==> src/rtl/pc_jump_pkg.sv <==
// Shared types and constants for the programmable PC jump table.
package pc_jump_pkg;

  // Sequencer states.
  typedef enum logic [1:0] {
    StIdle = 2'd0,
    StRun  = 2'd1,
    StDone = 2'd2
  } state_e;

  // An unprogrammed entry is a relative +1, i.e. a plain fall-through.
  localparam logic        EntryRstAbs = 1'b0;
  localparam int unsigned EntryRstVal = 1;

  // A relative add leaves the unsigned PC range when a non-negative offset
  // carries out, or a negative offset fails to carry (a borrow).
  function automatic logic rel_overflow(input logic offset_sign, input logic carry);
    return offset_sign ? ~carry : carry;
  endfunction

endpackage

==> src/rtl/jump_table_mem.sv <==
// Jump entry storage: async-reset register array, one write port and one
// combinational read port. Each entry is {abs, val}.
module jump_table_mem
  import pc_jump_pkg::*;
#(
  parameter int unsigned PW = 8,
  parameter int unsigned IW = 5
) (
  input  logic          clk,
  input  logic          rst,
  input  logic          wr_en,
  input  logic [IW-1:0] wr_idx,
  input  logic [PW-1:0] wr_val,
  input  logic          wr_abs,
  input  logic [IW-1:0] rd_idx,
  output logic [PW-1:0] rd_val,
  output logic          rd_abs
);

  localparam int unsigned Depth = 1 << IW;

  logic [PW-1:0] val_q [Depth];
  logic          abs_q [Depth];

  // Registered write; reset restores every entry to fall-through.
  always_ff @(posedge clk or posedge rst) begin
    if (rst) begin
      for (int i = 0; i < Depth; i++) begin
        val_q[i] <= PW'(EntryRstVal);
        abs_q[i] <= EntryRstAbs;
      end
    end else if (wr_en) begin
      val_q[wr_idx] <= wr_val;
      abs_q[wr_idx] <= wr_abs;
    end
  end

  // Read sees the pre-write contents on a same-cycle collision.
  assign rd_val = val_q[rd_idx];
  assign rd_abs = abs_q[rd_idx];

endmodule

==> src/rtl/pc_jump_table.sv <==
// Program counter with a run-time programmable jump table. Produces the next
// PC from sequential increment or a table-driven absolute/relative jump, and
// keeps a sticky error flag for out-of-range targets.
module pc_jump_table
  import pc_jump_pkg::*;
#(
  parameter int unsigned PW = 8,
  parameter int unsigned IW = 5
) (
  input  logic          Clk,
  input  logic          Reset,
  input  logic          Start,
  input  logic          Halt,
  input  logic          Stall,
  input  logic          Jump,
  input  logic [IW-1:0] Ptr,
  input  logic          WrEn,
  input  logic [IW-1:0] WrIdx,
  input  logic [PW-1:0] WrVal,
  input  logic          WrAbs,
  output logic [PW-1:0] PC,
  output logic          Running,
  output logic          Done,
  output logic          Err
);

  state_e        state_q;
  logic [PW-1:0] pc_q;
  logic          err_q;

  logic [PW-1:0] ent_val;
  logic          ent_abs;

  logic [PW:0]   rel_sum;
  logic [PW:0]   inc_sum;
  logic [PW-1:0] jump_pc;
  logic          jump_err;
  logic          inc_err;

  jump_table_mem #(
    .PW(PW),
    .IW(IW)
  ) u_mem (
    .clk    (Clk),
    .rst    (Reset),
    .wr_en  (WrEn),
    .wr_idx (WrIdx),
    .wr_val (WrVal),
    .wr_abs (WrAbs),
    .rd_idx (Ptr),
    .rd_val (ent_val),
    .rd_abs (ent_abs)
  );

  // Next-PC candidates with carry-based range detection.
  always_comb begin
    rel_sum  = {1'b0, pc_q} + {1'b0, ent_val};
    inc_sum  = {1'b0, pc_q} + (PW + 1)'(1);
    jump_pc  = ent_abs ? ent_val : rel_sum[PW-1:0];
    jump_err = ~ent_abs & rel_overflow(ent_val[PW-1], rel_sum[PW]);
    inc_err  = inc_sum[PW];
  end

  // Sequencer: state, PC and sticky error updated together.
  always_ff @(posedge Clk or posedge Reset) begin
    if (Reset) begin
      state_q <= StIdle;
      pc_q    <= '0;
      err_q   <= 1'b0;
    end else begin
      unique case (state_q)
        StIdle, StDone: begin
          if (Start) begin
            state_q <= StRun;
            pc_q    <= '0;
            err_q   <= 1'b0;
          end
        end
        StRun: begin
          if (Stall) begin
            // hold everything
          end else if (Halt) begin
            state_q <= StDone;
          end else if (Jump) begin
            pc_q  <= jump_pc;
            err_q <= err_q | jump_err;
          end else begin
            pc_q  <= inc_sum[PW-1:0];
            err_q <= err_q | inc_err;
          end
        end
        default: begin
          state_q <= StIdle;
        end
      endcase
    end
  end

  assign PC      = pc_q;
  assign Running = (state_q == StRun);
  assign Done    = (state_q == StDone);
  assign Err     = err_q;

endmodule

==> config.mk <==
export PLATFORM = sky130hd
export DESIGN_NAME = pc_jump_table
export DESIGN_NICKNAME = d
export VERILOG_FILES = /design/src/rtl/pc_jump_pkg.sv /design/src/rtl/jump_table_mem.sv /design/src/rtl/pc_jump_table.sv
export SDC_FILE = /design/constraint.sdc
export NUM_CORES = 1
export LEC_CHECK = 0
export ABC_AREA = 1
export CORE_MARGIN = 2
export CORE_UTILIZATION = 25
export DETAILED_ROUTE_END_ITERATION = 8
export PLACE_DENSITY = 0.41
export SETUP_SLACK_MARGIN = 0.05
export SYNTH_ARGS = -nofsm -noshare
export SYNTH_HDL_FRONTEND = slang
export SYNTH_SLANG_ARGS = --single-unit
==> constraint.sdc <==
create_clock -name Clk -period 31.9 [get_ports Clk]
set_input_delay 7.975 -clock Clk [delete_from_list [all_inputs] [get_ports Clk]]
set_output_delay 7.975 -clock Clk [all_outputs]
set_load 0.01 [all_outputs]
### Word level (Yosys, flattened, before mapping)

Index checks and enable logic that the tools add are counted.

* logic and storage cells: 119
* register bits after elaboration: 299

* $lt $le $gt $ge: 3
* reductions and logical operators: 6
* bitwise logic cells: 7
* add/subtract/negate cells: 2
* equal/unequal tests: 6
* muxes and demuxes: 28

Operator list (count)
* 256-bit bitwise mux: 1
* 8-bit two-way mux: 8
* 8-bit binary-select mux with 5-bit select: 1
* 8-bit demux with 5-bit select: 1
* 32-bit bitwise mux: 1
* 8-bit one-hot mux with 2 select lines: 1
* 6-bit greater-or-equal comparator, second input constant: 2
* 5-bit inverter with 6-bit output: 2
* 8-bit by 1-bit adder with 9-bit output, second input constant: 1
* 8-bit by 8-bit adder with 9-bit output: 1
* 1-bit two-way mux: 8
* 2-bit != test, second input constant: 4
* 6-bit by 1-bit < comparator with 1-bit output, second input constant: 1
* 2-bit two-way mux: 3
* 1-bit binary-select mux with 5-bit select: 1
* 1-bit demux with 5-bit select: 1
* 2-bit one-hot mux with 2 select lines: 1
* 4-bit AND reduction: 1
* 3-bit AND reduction: 1
* 2-bit by 1-bit == test with 1-bit output, second input constant: 1
* 2-bit == test, second input constant: 1
* 2-bit logical NOT: 1
* 1-bit inverter: 2
* 1-bit OR: 2
* 5 further kinds: 5

### Depth between registers and ports, before layout

* depth in word-level cells: 13
* gate-level depth with buffers: 23

### Hierarchy

A second synthesis with hierarchy kept.

* cell total of the unflattened synthesis: 1843
* area, all modules: 14467.6 sq um

By module, submodules not included
* jump_table_mem: cells each 1667, times used 1, area each 13337.8 sq um, seq. area each 7247.0 sq um
* pc_jump_table: cells each 176, times used 1, area each 1129.8 sq um, seq. area each 275.3 sq um

### Least setup slack after synthesis

OpenSTA, ideal clock, no wires.

* path kind: input to register
* start point: in Ptr[0]
* end point: reg pc_q[6] (netlist: PC[6])
* library setup time: 0.116 ns
* arrival: 10.302 ns
* required time: 31.784 ns
* path slack: 21.481 ns
* cell stages on the path: 21
* cell sequence: buf_4 -> inv_4 -> buf_6 -> buf_2 -> o21ai_0 -> o221ai_1 -> nand3_1 -> nand2_1 -> nand2_1 -> nand2_1 -> ha_1 -> fa_1 -> nand3_1 -> nand2_1 -> nand2_1 -> nand2_1 -> or2_2 -> nand3_1 -> nand3_1 -> nand2_1 -> nand2_1

* word-level cells in the longest chain between the ends: 10

RTL lines
* from (decl): RTL line pc_jump_table.sv:16 `input logic [IW-1:0] Ptr,`
* 5-bit inverter with 6-bit output (not written as such) *: RTL line jump_table_mem.sv:39, jump_table_mem.sv:40
* 8-bit binary-select mux with 5-bit select: RTL line jump_table_mem.sv:39 `assign rd_val = val_q[rd_idx];`
* 8-bit two-way mux (not written as such) (2 in series): RTL line jump_table_mem.sv:39
* 8-bit by 8-bit adder with 9-bit output: RTL line pc_jump_table.sv:57 `rel_sum = {1'b0, pc_q} + {1'b0, ent_val};`
* 8-bit two-way mux *: RTL line pc_jump_table.sv:59 `jump_pc = ent_abs ? ent_val : rel_sum[PW-1:0];`
* 8-bit two-way mux *: RTL line pc_jump_table.sv:84 `end else if (Jump) begin`
* 8-bit two-way mux *: RTL line pc_jump_table.sv:82 `end else if (Halt) begin`
* 8-bit two-way mux *: RTL line pc_jump_table.sv:80 `if (Stall) begin`
* 8-bit one-hot mux with 2 select lines *: RTL line pc_jump_table.sv:71 `unique case (state_q)`
* to (signal assigned): RTL line pc_jump_table.sv:85 `pc_q <= jump_pc;`
* to (signal assigned): RTL line pc_jump_table.sv:88 `pc_q <= inc_sum[PW-1:0];`
* to (decl): RTL line pc_jump_table.sv:28 `logic [PW-1:0] pc_q;`

Every way passes the cells marked *; elsewhere a longest branch is shown, timed or not. The select of a mux whose other input is x is not followed.
A chain may end at the register's enable or synchronous reset.

### Worst setup path after layout

* start point: in Ptr[3]
* end point: reg pc_q[6] (netlist: PC[6])

Same word-level chain as after synthesis.

==> run_results.csv <==
group,metric,value,unit
yosys,synth_top_cells_by_count,"sky130_fd_sc_hd__nand2_1 (506), sky130_fd_sc_hd__o21ai_0 (304), sky130_fd_sc_hd__dfrtp_1 (267)",
detailed_routing,drt_pass1_iterations,5,
timing,finalHoldViolations,0,
cells_and_area,fill_cells,6098,
cts,clock_tree.buffer_depth,3,
cells_and_area,layout.cell_area.non_filler,16400,um2
timing,min_period,11820,ps
power_and_ir_drop,power.share.sequential,44.0,%
timing,layout_worst_path_cycle_share,37.0,%
cts,hold_buffers,0,
worst_setup_path,worst-setup-path-type,"in2reg",
yosys,synthMostInstantiatedCell,"sky130_fd_sc_hd__nand2_1",
timing,clock.fmax,84.6,MHz
power_and_ir_drop,power.share.clock,38.4,%
detailed_routing,drt_iter0_markers,1036,
worst_hold_path,timing.hold.worst.class,"reg2reg",
timing,finalSetupViolCount,0,
cells_and_area,antenna_cells,0,
yosys,synth_edf_count,0,
worst_setup_path,worst_setup_path_start_kind,"primary input",
cts,cts-root-buf,"sky130_fd_sc_hd__clkbuf_16",
global_route,antenna_violations_before_repair,0,
die,die_area,58800,um2
yosys,postSynthAreaPerCell,8.19,um2
die,top_level_ports,37,
cells_and_area,syn_to_final_growth,15.2,%
yosys,netlist-cell-type-count,36,
cells_and_area,final_layout_size_suffix_gt1_share,8.80,%
cts,post_cts_resize_count,0,
place,dpl.hpwl,28100,um
worst_setup_path,end_kind,"register",
place,port_buffers,36,
worst_setup_path,timing.reg2reg.worst_path_depth,17,
die,initial_utilization,25.2,%
cts,numClockSinks,299,
cts,source_to_sink_clock_delay_at_the_later_pin_of_the_worst_skew_pair,550,ps
global_route,grt_pass1_wl,73100,um
yosys,asr_flop_ratio_synth,100,%
cts,post-cts-setup-buffer-count,0,
yosys,synth_sequential_area_ratio,52.9,%
global_route,first_global_vias,11400,
cells_and_area,layout.area.seq,7520,um2
status,outcome,"complete, no violations",
cts,reg_clk_slew_reported_paths,50,ps
cts,cts_tree,"yes",
cells_and_area,net_count_final,1746,
power_and_ir_drop,cellLeakagePower,7.21,nW
yosys,mappedNetlistArea,14200,um2
timing,worst_pin_slew,1060,ps
timing,setup_total_negative_slack,0,ps
worst_setup_path,cp.arrival,12250,ps
detailed_routing,wirelength,46600,um
yosys,ys_seq_elements,299,
detailed_routing,num_vias,11700,
cts,cts_buffers,39,
die,floorplan.die.width,242,um
yosys,synth.top_cell.area_share,47.0,%
yosys,synth_xor_area_share,0.308,%
timing,timing.hold.ws,473,ps
worst_hold_path,worst_hold_path.num_cells,2,
place,routabilityCongestion,0.786,
yosys,synthSimpleGateAreaFrac,24.3,%
yosys,syn_nets,1770,
global_route,grt_max_degree,84,
yosys,synth.yosys.warnings,0,
power_and_ir_drop,comb_power_share,17.6,%
job,cap_violations,0,
yosys,synth_area_leader_cell,"sky130_fd_sc_hd__dfrtp_1",
yosys,synth_ff_type,"sky130_fd_sc_hd__dfrtp_1",
power_and_ir_drop,internal_power,0.812,mW
worst_setup_path,timing.critical_path.fanout_max,19,
yosys,post_synth_mux_area_share,0,%
global_route,grt_usage,16.0,%
power_and_ir_drop,swShare,29.5,%
timing,max_slew_margin,29.0,%
yosys,synth_area_leaders,"sky130_fd_sc_hd__dfrtp_1 (47%), sky130_fd_sc_hd__nand2_1 (13%), sky130_fd_sc_hd__o21ai_0 (11%)",
timing,grt_setup_unrepaired,"no",
yosys,synth_top_family_by_area,"simple AND/OR/NAND/NOR gates",
global_route,remaining_global_route_overflow,0,
power_and_ir_drop,max-vdd-ir-drop,0.0315,mV
power_and_ir_drop,power.switching,0.339,mW
power_and_ir_drop,power_per_cell_area,70.3,nW/um2
yosys,synth-adder-area-share,0.933,%
power_and_ir_drop,power,1.15,mW
yosys,postSynthCellCount,1734,
cts,htreeDepth,2,
place,dpl_cell_area,15100,um2
timing,slew_violations,0,
cells_and_area,multiInputGateArea,5960,um2
detailed_routing,route.antenna.remaining_nets,0,
die,placementRows,87,
worst_setup_path,critical_path_required,32340,ps
detailed_routing,route.detailed.vias_per_inst,4.71,
timing,finClkSkew,14.2,ps
detailed_routing,wire_per_inst,18.7,um
yosys,synth-compound-area-share,16.4,%
die,die_h,242,um
detailed_routing,drc,0,
die,floorplan.core_area,56300,um2
[worst max-delay path, cell delays in order]
cell	delay, ps
sky130_fd_sc_hd__clkdlybuf4s50_1	1050
sky130_fd_sc_hd__clkinv_1	880
sky130_fd_sc_hd__nand3_1	380
sky130_fd_sc_hd__nand2_1	160
sky130_fd_sc_hd__nand2_1	100
sky130_fd_sc_hd__nand2_1	140
sky130_fd_sc_hd__ha_1	260
sky130_fd_sc_hd__fa_1	420
sky130_fd_sc_hd__nand3_1	80
sky130_fd_sc_hd__nand2_1	100
sky130_fd_sc_hd__nand2_1	70
sky130_fd_sc_hd__nand2_1	60
sky130_fd_sc_hd__or2_2	270
sky130_fd_sc_hd__nand3_1	80
sky130_fd_sc_hd__nand3_1	80
sky130_fd_sc_hd__nand2_1	80
sky130_fd_sc_hd__nand2_1	40
[power groups by stage]
stage | Clock (mW) | Sequential (mW) | Combinational, mW
finish | 0.442 | 0.506 | 0.203
CTS | 0.455 | 0.506 | 0.206
detailed placement | 0 | 0.512 | 0.205
global placement | 0 | 0.511 | 0.203
global route | 0.472 | 0.515 | 0.235
floorplan | 0 | 0.501 | 0.145
[sequential cells by signal, indices dropped and copies added (netlist names)]
signal and flops:
PC 8, u_mem.abs_q 32, Err 1, u_mem.val_q 256, state_q 2
[layer usage]
metal / GRT usage [%] / up-vias / routed length [um]
met5: 0 / - / 0
met4: 3.65 / 0 / 824
met3: 2.74 / 53 / 1910
met2: 24.3 / 232 / 20600
met1: 23.6 / 5722 / 23300
li1: - / 5737 / -
[stage by stage]
| stage | setup slack (ps) | utilization (%) | cells |
|---|---|---|---|
| 6_report | 20080 | 29.1 | 2495 |
| 5_1_grt | 19810 | 29.1 | 2495 |
| 4_1_cts | 20210 | 29.1 | 2495 |
| 3_5_place_dp | 19640 | 26.8 | 2425 |
| 3_3_place_gp | 19680 | 26.8 | 2425 |
| 2_1_floorplan | 15720 | - | 1734 |
[final cells by class]
| type | instances | area share (%) |
|---|---|---|
| inverters | 43 | 1.05 |
| repair buffers | 54 | 2.98 |
| well taps | 756 | 5.78 |
| clock inverters | 6 | 0.489 |
| flip-flops and latches | 299 | 45.9 |
| clock buffers | 64 | 7.34 |
| multi-input cells | 1273 | 36.4 |
[logic make-up (layout without fill, tap and decap cells)]
kind of cell             Yosys count  count (layout)
XOR/XNOR                           5               5
adder cells (fa/ha/maj)           10              10
flip-flops                       299             299
AND/OR/NAND/NOR                  822             822
buffers and inverters            162             167
AO/OA/AOI/OAI                    436             436
[worst paths after layout]
check / startpoint / to / slack [ps]
max in group asynchronous: Reset / u_mem.val_q[79] / 20710
setup / recovery: Ptr[3] / PC[6] / 20080
hold reg to reg: u_mem.val_q[160] / u_mem.val_q[160] / 470
hold / removal: u_mem.val_q[160] / u_mem.val_q[160] / 470
min in group asynchronous: Reset / PC[5] / 7900
setup reg to reg: u_mem.val_q[16] / PC[6] / 29000
[layout by cell type (no fill, tap or decap), types with 5 or more instances in the layout]
| cell | count |
|---|---|
| sky130_fd_sc_hd__a21oi_1 | 60 |
| sky130_fd_sc_hd__buf_4 | 19 |
| sky130_fd_sc_hd__clkbuf_1 | 14 |
| sky130_fd_sc_hd__clkbuf_16 | 41 |
| sky130_fd_sc_hd__clkbuf_8 | 9 |
| sky130_fd_sc_hd__clkdlybuf4s50_1 | 34 |
| sky130_fd_sc_hd__clkinv_1 | 5 |
| sky130_fd_sc_hd__dfrtp_1 | 267 |
| sky130_fd_sc_hd__dfstp_2 | 32 |
| sky130_fd_sc_hd__ha_1 | 9 |
| sky130_fd_sc_hd__inv_1 | 27 |
| sky130_fd_sc_hd__inv_2 | 9 |
| sky130_fd_sc_hd__nand2_1 | 506 |
| sky130_fd_sc_hd__nand2_2 | 16 |
| sky130_fd_sc_hd__nand3_1 | 136 |
| sky130_fd_sc_hd__nor2_1 | 141 |
| sky130_fd_sc_hd__nor3_2 | 8 |
| sky130_fd_sc_hd__o211ai_1 | 7 |
| sky130_fd_sc_hd__o21ai_0 | 304 |
| sky130_fd_sc_hd__o21ai_1 | 27 |
| sky130_fd_sc_hd__o221ai_1 | 35 |
Note: power is estimated with default switching activity, not from simulation.
